## src/rtl/univ_shift_pkg.sv

```systemverilog
// -----------------------------------------------------------------------------
// univ_shift_pkg
// Shared definitions for the universal shift register:
//   mode_e        - 3-bit operation encodings (HOLD..CLR)
//   state_e       - control FSM states (IDLE/BUSY), one-hot so that a
//                   corrupted encoding is detectable and recoverable
//   is_burst_mode - true for the modes that may run as a multi-cycle burst
// -----------------------------------------------------------------------------
package univ_shift_pkg;

  typedef enum logic [2:0] {
    MODE_HOLD = 3'b000,
    MODE_LOAD = 3'b001,
    MODE_SHL  = 3'b010,
    MODE_SHR  = 3'b011,
    MODE_ROL  = 3'b100,
    MODE_ROR  = 3'b101,
    MODE_ASR  = 3'b110,
    MODE_CLR  = 3'b111
  } mode_e;

  // Two legal codes out of four; the other two fall back to IDLE.
  typedef enum logic [1:0] {
    ST_IDLE = 2'b01,
    ST_BUSY = 2'b10
  } state_e;

  // Only the shift/rotate family may be repeated as a burst.
  function automatic logic is_burst_mode(input mode_e m);
    logic r;
    case (m)
      MODE_SHL, MODE_SHR, MODE_ROL, MODE_ROR, MODE_ASR: r = 1'b1;
      default:                                          r = 1'b0;
    endcase
    return r;
  endfunction

endpackage

```

## src/rtl/usr_shift_core.sv

```systemverilog
// -----------------------------------------------------------------------------
// usr_shift_core
// Purely combinational next-value function of the universal shift register.
// Shared by the single-cycle (En) path and the burst path so both execute
// exactly the same operation definitions.
//   Q       in  current register contents
//   Din     in  parallel load data
//   mode    in  operation select
//   SinLsb  in  serial bit entering at bit 0 on SHL
//   SinMsb  in  serial bit entering at the MSB on SHR
//   Q_next  out value the register takes if this operation executes
// -----------------------------------------------------------------------------
module usr_shift_core
  import univ_shift_pkg::*;
#(
  parameter int WIDTH = 5
) (
  input  logic [WIDTH-1:0] Q,
  input  logic [WIDTH-1:0] Din,
  input  mode_e            mode,
  input  logic             SinLsb,
  input  logic             SinMsb,
  output logic [WIDTH-1:0] Q_next
);

  // Operation decode
  always_comb begin
    Q_next = Q;
    case (mode)
      MODE_HOLD: Q_next = Q;
      MODE_LOAD: Q_next = Din;
      MODE_SHL:  Q_next = {Q[WIDTH-2:0], SinLsb};
      MODE_SHR:  Q_next = {SinMsb, Q[WIDTH-1:1]};
      MODE_ROL:  Q_next = {Q[WIDTH-2:0], Q[WIDTH-1]};
      MODE_ROR:  Q_next = {Q[0], Q[WIDTH-1:1]};
      MODE_ASR:  Q_next = {Q[WIDTH-1], Q[WIDTH-1:1]};
      MODE_CLR:  Q_next = {WIDTH{1'b0}};
      default:   Q_next = Q;
    endcase
  end

endmodule

```

## src/rtl/univ_shift_reg.sv

```systemverilog
// -----------------------------------------------------------------------------
// univ_shift_reg
// Universal shift register with single-cycle operations and counted bursts.
//   CLK             in  clock, rising edge
//   RST             in  synchronous active-low reset
//   Din[WIDTH]      in  parallel load data
//   Mode[3]         in  operation select (see univ_shift_pkg::mode_e)
//   En              in  execute Mode once (IDLE only)
//   Start           in  begin a burst of Count shifts (IDLE, shift modes only)
//   Count[CNTW]     in  burst length, sampled with Start
//   SinLsb/SinMsb   in  serial-in bits, sampled live every executing edge
//   Dout[WIDTH]     out register contents
//   Busy            out burst in progress
//   Done            out one-cycle pulse after a burst (or a zero-length one)
//   SoutLsb/SoutMsb out serial-out bits, Dout[0] and Dout[WIDTH-1]
// -----------------------------------------------------------------------------
module univ_shift_reg
  import univ_shift_pkg::*;
#(
  parameter int WIDTH = 5,
  parameter int CNTW  = 3
) (
  input  logic             CLK,
  input  logic             RST,
  input  logic [WIDTH-1:0] Din,
  input  logic [2:0]       Mode,
  input  logic             En,
  input  logic             Start,
  input  logic [CNTW-1:0]  Count,
  input  logic             SinLsb,
  input  logic             SinMsb,
  output logic [WIDTH-1:0] Dout,
  output logic             Busy,
  output logic             Done,
  output logic             SoutLsb,
  output logic             SoutMsb
);

  localparam logic [CNTW-1:0] CNT_ZERO = {CNTW{1'b0}};
  localparam logic [CNTW-1:0] CNT_ONE  = {{(CNTW-1){1'b0}}, 1'b1};

  state_e           state_r;
  state_e           state_nxt_s;
  mode_e            mode_r;
  mode_e            mode_nxt_s;
  mode_e            mode_in_s;
  mode_e            core_mode_s;
  logic [CNTW-1:0]  cnt_r;
  logic [CNTW-1:0]  cnt_nxt_s;
  logic [WIDTH-1:0] q_r;
  logic [WIDTH-1:0] q_nxt_s;
  logic [WIDTH-1:0] core_q_s;
  logic             busy_r;
  logic             done_r;
  logic             done_nxt_s;
  logic             start_ok_s;
  logic             last_s;

  assign mode_in_s  = mode_e'(Mode);
  // Start only counts for shift-family modes; otherwise En decides.
  assign start_ok_s = Start & is_burst_mode(mode_in_s);
  // Remaining count of one (or less, defensively) means this edge is the last.
  assign last_s     = (cnt_r <= CNT_ONE);

  // Burst executes the latched mode; IDLE executes the live mode.
  assign core_mode_s = (state_r == ST_BUSY) ? mode_r : mode_in_s;

  usr_shift_core #(
    .WIDTH (WIDTH)
  ) u_core (
    .Q      (q_r),
    .Din    (Din),
    .mode   (core_mode_s),
    .SinLsb (SinLsb),
    .SinMsb (SinMsb),
    .Q_next (core_q_s)
  );

  // FSM state register
  always_ff @(posedge CLK) begin
    if (!RST) begin
      state_r <= ST_IDLE;
    end else begin
      state_r <= state_nxt_s;
    end
  end

  // FSM next-state logic; illegal encodings recover to IDLE
  always_comb begin
    state_nxt_s = ST_IDLE;
    case (state_r)
      ST_IDLE: begin
        if (start_ok_s && (Count != CNT_ZERO)) begin
          state_nxt_s = ST_BUSY;
        end else begin
          state_nxt_s = ST_IDLE;
        end
      end
      ST_BUSY: begin
        if (last_s) begin
          state_nxt_s = ST_IDLE;
        end else begin
          state_nxt_s = ST_BUSY;
        end
      end
      default: state_nxt_s = ST_IDLE;
    endcase
  end

  // Datapath and status next values for the current state
  always_comb begin
    q_nxt_s    = q_r;
    cnt_nxt_s  = cnt_r;
    mode_nxt_s = mode_r;
    done_nxt_s = 1'b0;
    case (state_r)
      ST_IDLE: begin
        if (start_ok_s) begin
          // Accepting a burst leaves Q untouched on this edge.
          mode_nxt_s = mode_in_s;
          cnt_nxt_s  = Count;
          if (Count == CNT_ZERO) begin
            done_nxt_s = 1'b1;
          end else begin
            done_nxt_s = 1'b0;
          end
        end else if (En) begin
          q_nxt_s = core_q_s;
        end else begin
          q_nxt_s = q_r;
        end
      end
      ST_BUSY: begin
        q_nxt_s   = core_q_s;
        cnt_nxt_s = cnt_r - CNT_ONE;
        if (last_s) begin
          done_nxt_s = 1'b1;
        end else begin
          done_nxt_s = 1'b0;
        end
      end
      default: begin
        cnt_nxt_s  = CNT_ZERO;
        done_nxt_s = 1'b0;
      end
    endcase
  end

  // Datapath, counter and registered status flags
  always_ff @(posedge CLK) begin
    if (!RST) begin
      q_r    <= {WIDTH{1'b0}};
      cnt_r  <= CNT_ZERO;
      mode_r <= MODE_HOLD;
      busy_r <= 1'b0;
      done_r <= 1'b0;
    end else begin
      q_r    <= q_nxt_s;
      cnt_r  <= cnt_nxt_s;
      mode_r <= mode_nxt_s;
      busy_r <= (state_nxt_s == ST_BUSY);
      done_r <= done_nxt_s;
    end
  end

  assign Dout    = q_r;
  assign Busy    = busy_r;
  assign Done    = done_r;
  assign SoutLsb = q_r[0];
  assign SoutMsb = q_r[WIDTH-1];

endmodule

```

## config.mk

```make
export PLATFORM = sky130hd
export DESIGN_NAME = univ_shift_reg
export DESIGN_NICKNAME = d
export VERILOG_FILES = /design/src/rtl/univ_shift_pkg.sv /design/src/rtl/usr_shift_core.sv /design/src/rtl/univ_shift_reg.sv
export SDC_FILE = /design/constraint.sdc
export NUM_CORES = 1
export LEC_CHECK = 0
export BUFFER_PORTS_ARGS = -buffer_cell sky130_fd_sc_hd__buf_2
export CAP_MARGIN = 10
export CORE_MARGIN = 5
export CORE_UTILIZATION = 57
export DETAILED_ROUTE_END_ITERATION = 8
export PLACE_DENSITY_LB_ADDON = 0.08
export SETUP_SLACK_MARGIN = 0.15
export SLEW_MARGIN = 20
export SYNTH_ARGS = -nofsm -noshare
export SYNTH_HDL_FRONTEND = slang
export SYNTH_SLANG_ARGS = --single-unit
```

## constraint.sdc

```tcl
create_clock -name CLK -period 3.6 [get_ports CLK]
set_input_delay 0.18 -clock CLK [delete_from_list [all_inputs] [get_ports CLK]]
set_output_delay 0.18 -clock CLK [all_outputs]
set_load 0.02 [all_outputs]
```

==> flow_summary.ini <==
[outcome]
outcome = finished clean

[synth]
synth-seq-cells = 15
ys_types = 44
synth_area_mm2 = 0.00112
yosysWarnings = 0
synth_fp_nets = 153
syn_avg_cell_area_um2 = 8.46
ys_seq_area_share_pct = 26.9
netlist_instances = 132

[finish]
layout-drive-gt1-share_pct = 24.0
fin_cells = 177
layout_common_cells = 25 x buf_2, 15 x dfxtp_1, 9 x nand2_1, 8 x nor2_1, 8 x mux2i_1
n_antenna_cell = 0
fin_nets = 172
layout_commonest_cell = buf_2
area_growth_pct = 10.9

[clocking]
hold_buffers = 0
clkTransAtPathRegs_ps = 90
cts_tree = done
clkLatencyLatePin_ps = 280
cts_resized = 0
postCtsSetupRepairBufs = 0
clock_sinks = 15
cts_buffer_depth = 2
htreeDepth = 1
cts-root-buf = clkbuf_4
numCtsBuffers = 3

[setup_path]
crit_arrival_ps = 2600
critPathMaxFanout = 26
end_kind = flop
crit_family = adder cells
slowest_delay_ps = 810
worstSetupStartpointType = flop
crit_slowest_cell = ha_1
critPathBufInv = 1
critical_path_class = reg -> reg
crit_required_ps = 3780
cp_cell_sequence = inv_1, ha_1, or3b_4, o21ai_4, o21a_1, nor2_1, mux2_4

[power_and_ir_drop]
cellPowerDensity_mw_per_mm2 = 360
total_power_mw = 0.446
ir_drop_mv = 0.311
leakagePower_nw = 0.518

[worst_hold_path]
hold_path.class = in -> reg

[routing]
wl_um = 2350
drt_pass1_iterations = 4
wire_per_inst_um = 13.3
drc = 0
via_count = 1005
drt_iter0_markers = 24
routed_via_density = 5.68
ant_nets = 0

[floorplanning]
io_pins = 26
die_h_um = 54.3
fp.dieArea_mm2 = 0.00295
rows = 16
die_width_um = 54.3
initial_core_util_pct = 58.1
core-area_mm2 = 0.00192

[grt]
antenna_found_initial = 0
grt_pass1_wl_um = 3960
use_met2_pct = 28.7
grt_pass1_vias = 882
grt_util_met3_pct = 6.54
grt_max_degree = 27
grt.met1_usage_pct = 24.1
globalRouteOverflowTotal = 0
grtUsageTotal_pct = 18.5
grt.busiest_layer = met2

[sta]
relSlewSlack_pct = 33.6
period_needed_ps = 2420
finalCritPeriodShare_pct = 67.1
fmax_ghz = 0.414
rsz0062_at_grt = no
fin_ws_ps = 1180
fin_skew_ps = 8.27
finalSetupTns_ps = 0
hold_violations = 0
slew_viol_final = 0
worstMarginPinSlew_ps = 995
setup_viol = 0

[job]
drv_cap = 0

[placement]
routabilityCongestion = 0.806
dpl.hpwl_um = 1730
pre_cts_slack_ps = 1210
io_buffer_count = 25
dp_cells = 173
-- registers in the layout, summed over array words and instances (netlist names) --
register	flops
Dout	5
cnt_r	3
mode_r	3
state_r	2
Busy	1
Done	1
-- routing by layer --
layer  vias up  share of wire, %
met5         -                 0
met2        30                45
met3         2               8.3
li1        510                 -
met1       463                46
met4         0              0.60
-- Yosys cell counts, drive strengths merged --
cell | instances | share of area [%]
dfxtp | 15 | 27
buf | 10 | 5.5
mux2i | 9 | 9.2
nand2 | 9 | 3.0
nor2 | 8 | 2.7
a21oi | 7 | 4.1
inv | 6 | 2.0
nor2b | 6 | 3.4
nand2b | 5 | 2.8
nor3 | 5 | 2.2
o21ai | 5 | 3.2
ha | 4 | 4.5
a221oi | 3 | 2.4
a22oi | 3 | 2.0
o211ai | 3 | 2.0
o21a | 3 | 2.0
o22ai | 3 | 1.7
xor2 | 3 | 2.4
a31oi | 2 | 1.1
and2 | 2 | 1.1
mux2 | 2 | 2.4
nand3 | 2 | 0.90
nor3b | 2 | 1.3
o31ai | 2 | 1.3
a211oi | 1 | 0.67
a221o | 1 | 0.90
a311o | 1 | 0.90
a311oi | 1 | 0.78
a41o | 1 | 0.90
and3 | 1 | 0.56
clkbuf | 1 | 0.34
nand3b | 1 | 0.67
o221ai | 1 | 0.78
o2bb2ai | 1 | 0.78
or2 | 1 | 0.78
or3b | 1 | 1.0
xnor2 | 1 | 0.78
-- worst min-delay path: stages --
cell      delay (ps)
buf_2             80
o211ai_1          80
o22ai_1          110
-- power by group --
group          switching (mW)  internal [mW]
registers              0.0154          0.182
logic                  0.0864         0.0688
clock network          0.0525         0.0412
-- stage by stage --
stage / hold slack, ps / instance area, µm² / util [%]
2_1_floorplan: 349 / 1120 / -
3_3_place_gp: 497 / 1210 / 63.0
3_5_place_dp: 498 / 1210 / 63.0
4_1_cts: 210 / 1240 / 64.5
5_1_grt: 205 / 1240 / 64.5
6_report: 217 / 1240 / 64.5
-- cells by family after synthesis --
group | share of synthesized area (%)
adders and majority gates | 4.48
muxes | 11.5
DFF | 26.9
buffers and inverters | 7.84
AOI/OAI and AO/OA | 25.6
xor gates and xnor gates | 3.14
and+or+nand+nor | 20.5
-- worst paths after layout --
check                                 from       to  slack [ps]  cells past startpoint
worst max-delay path            state_r[0]  Dout[4]        1180                      7
worst min-delay path                Din[2]  Dout[2]         220                      3
worst max register to register  state_r[0]  Dout[4]        1180                      7
worst min register to register     Dout[3]  Dout[3]         520                      2
-- layout make-up --
cell class	instances	area (µm²)
fill	189	683
clock buffer	3	22.5
sequential	15	300
clock inverter	1	5.00
multi-input combinational	100	729
inverter	6	22.5
tap	27	33.8
timing repair buffer	25	125
Power figures use the tool's default switching activity.
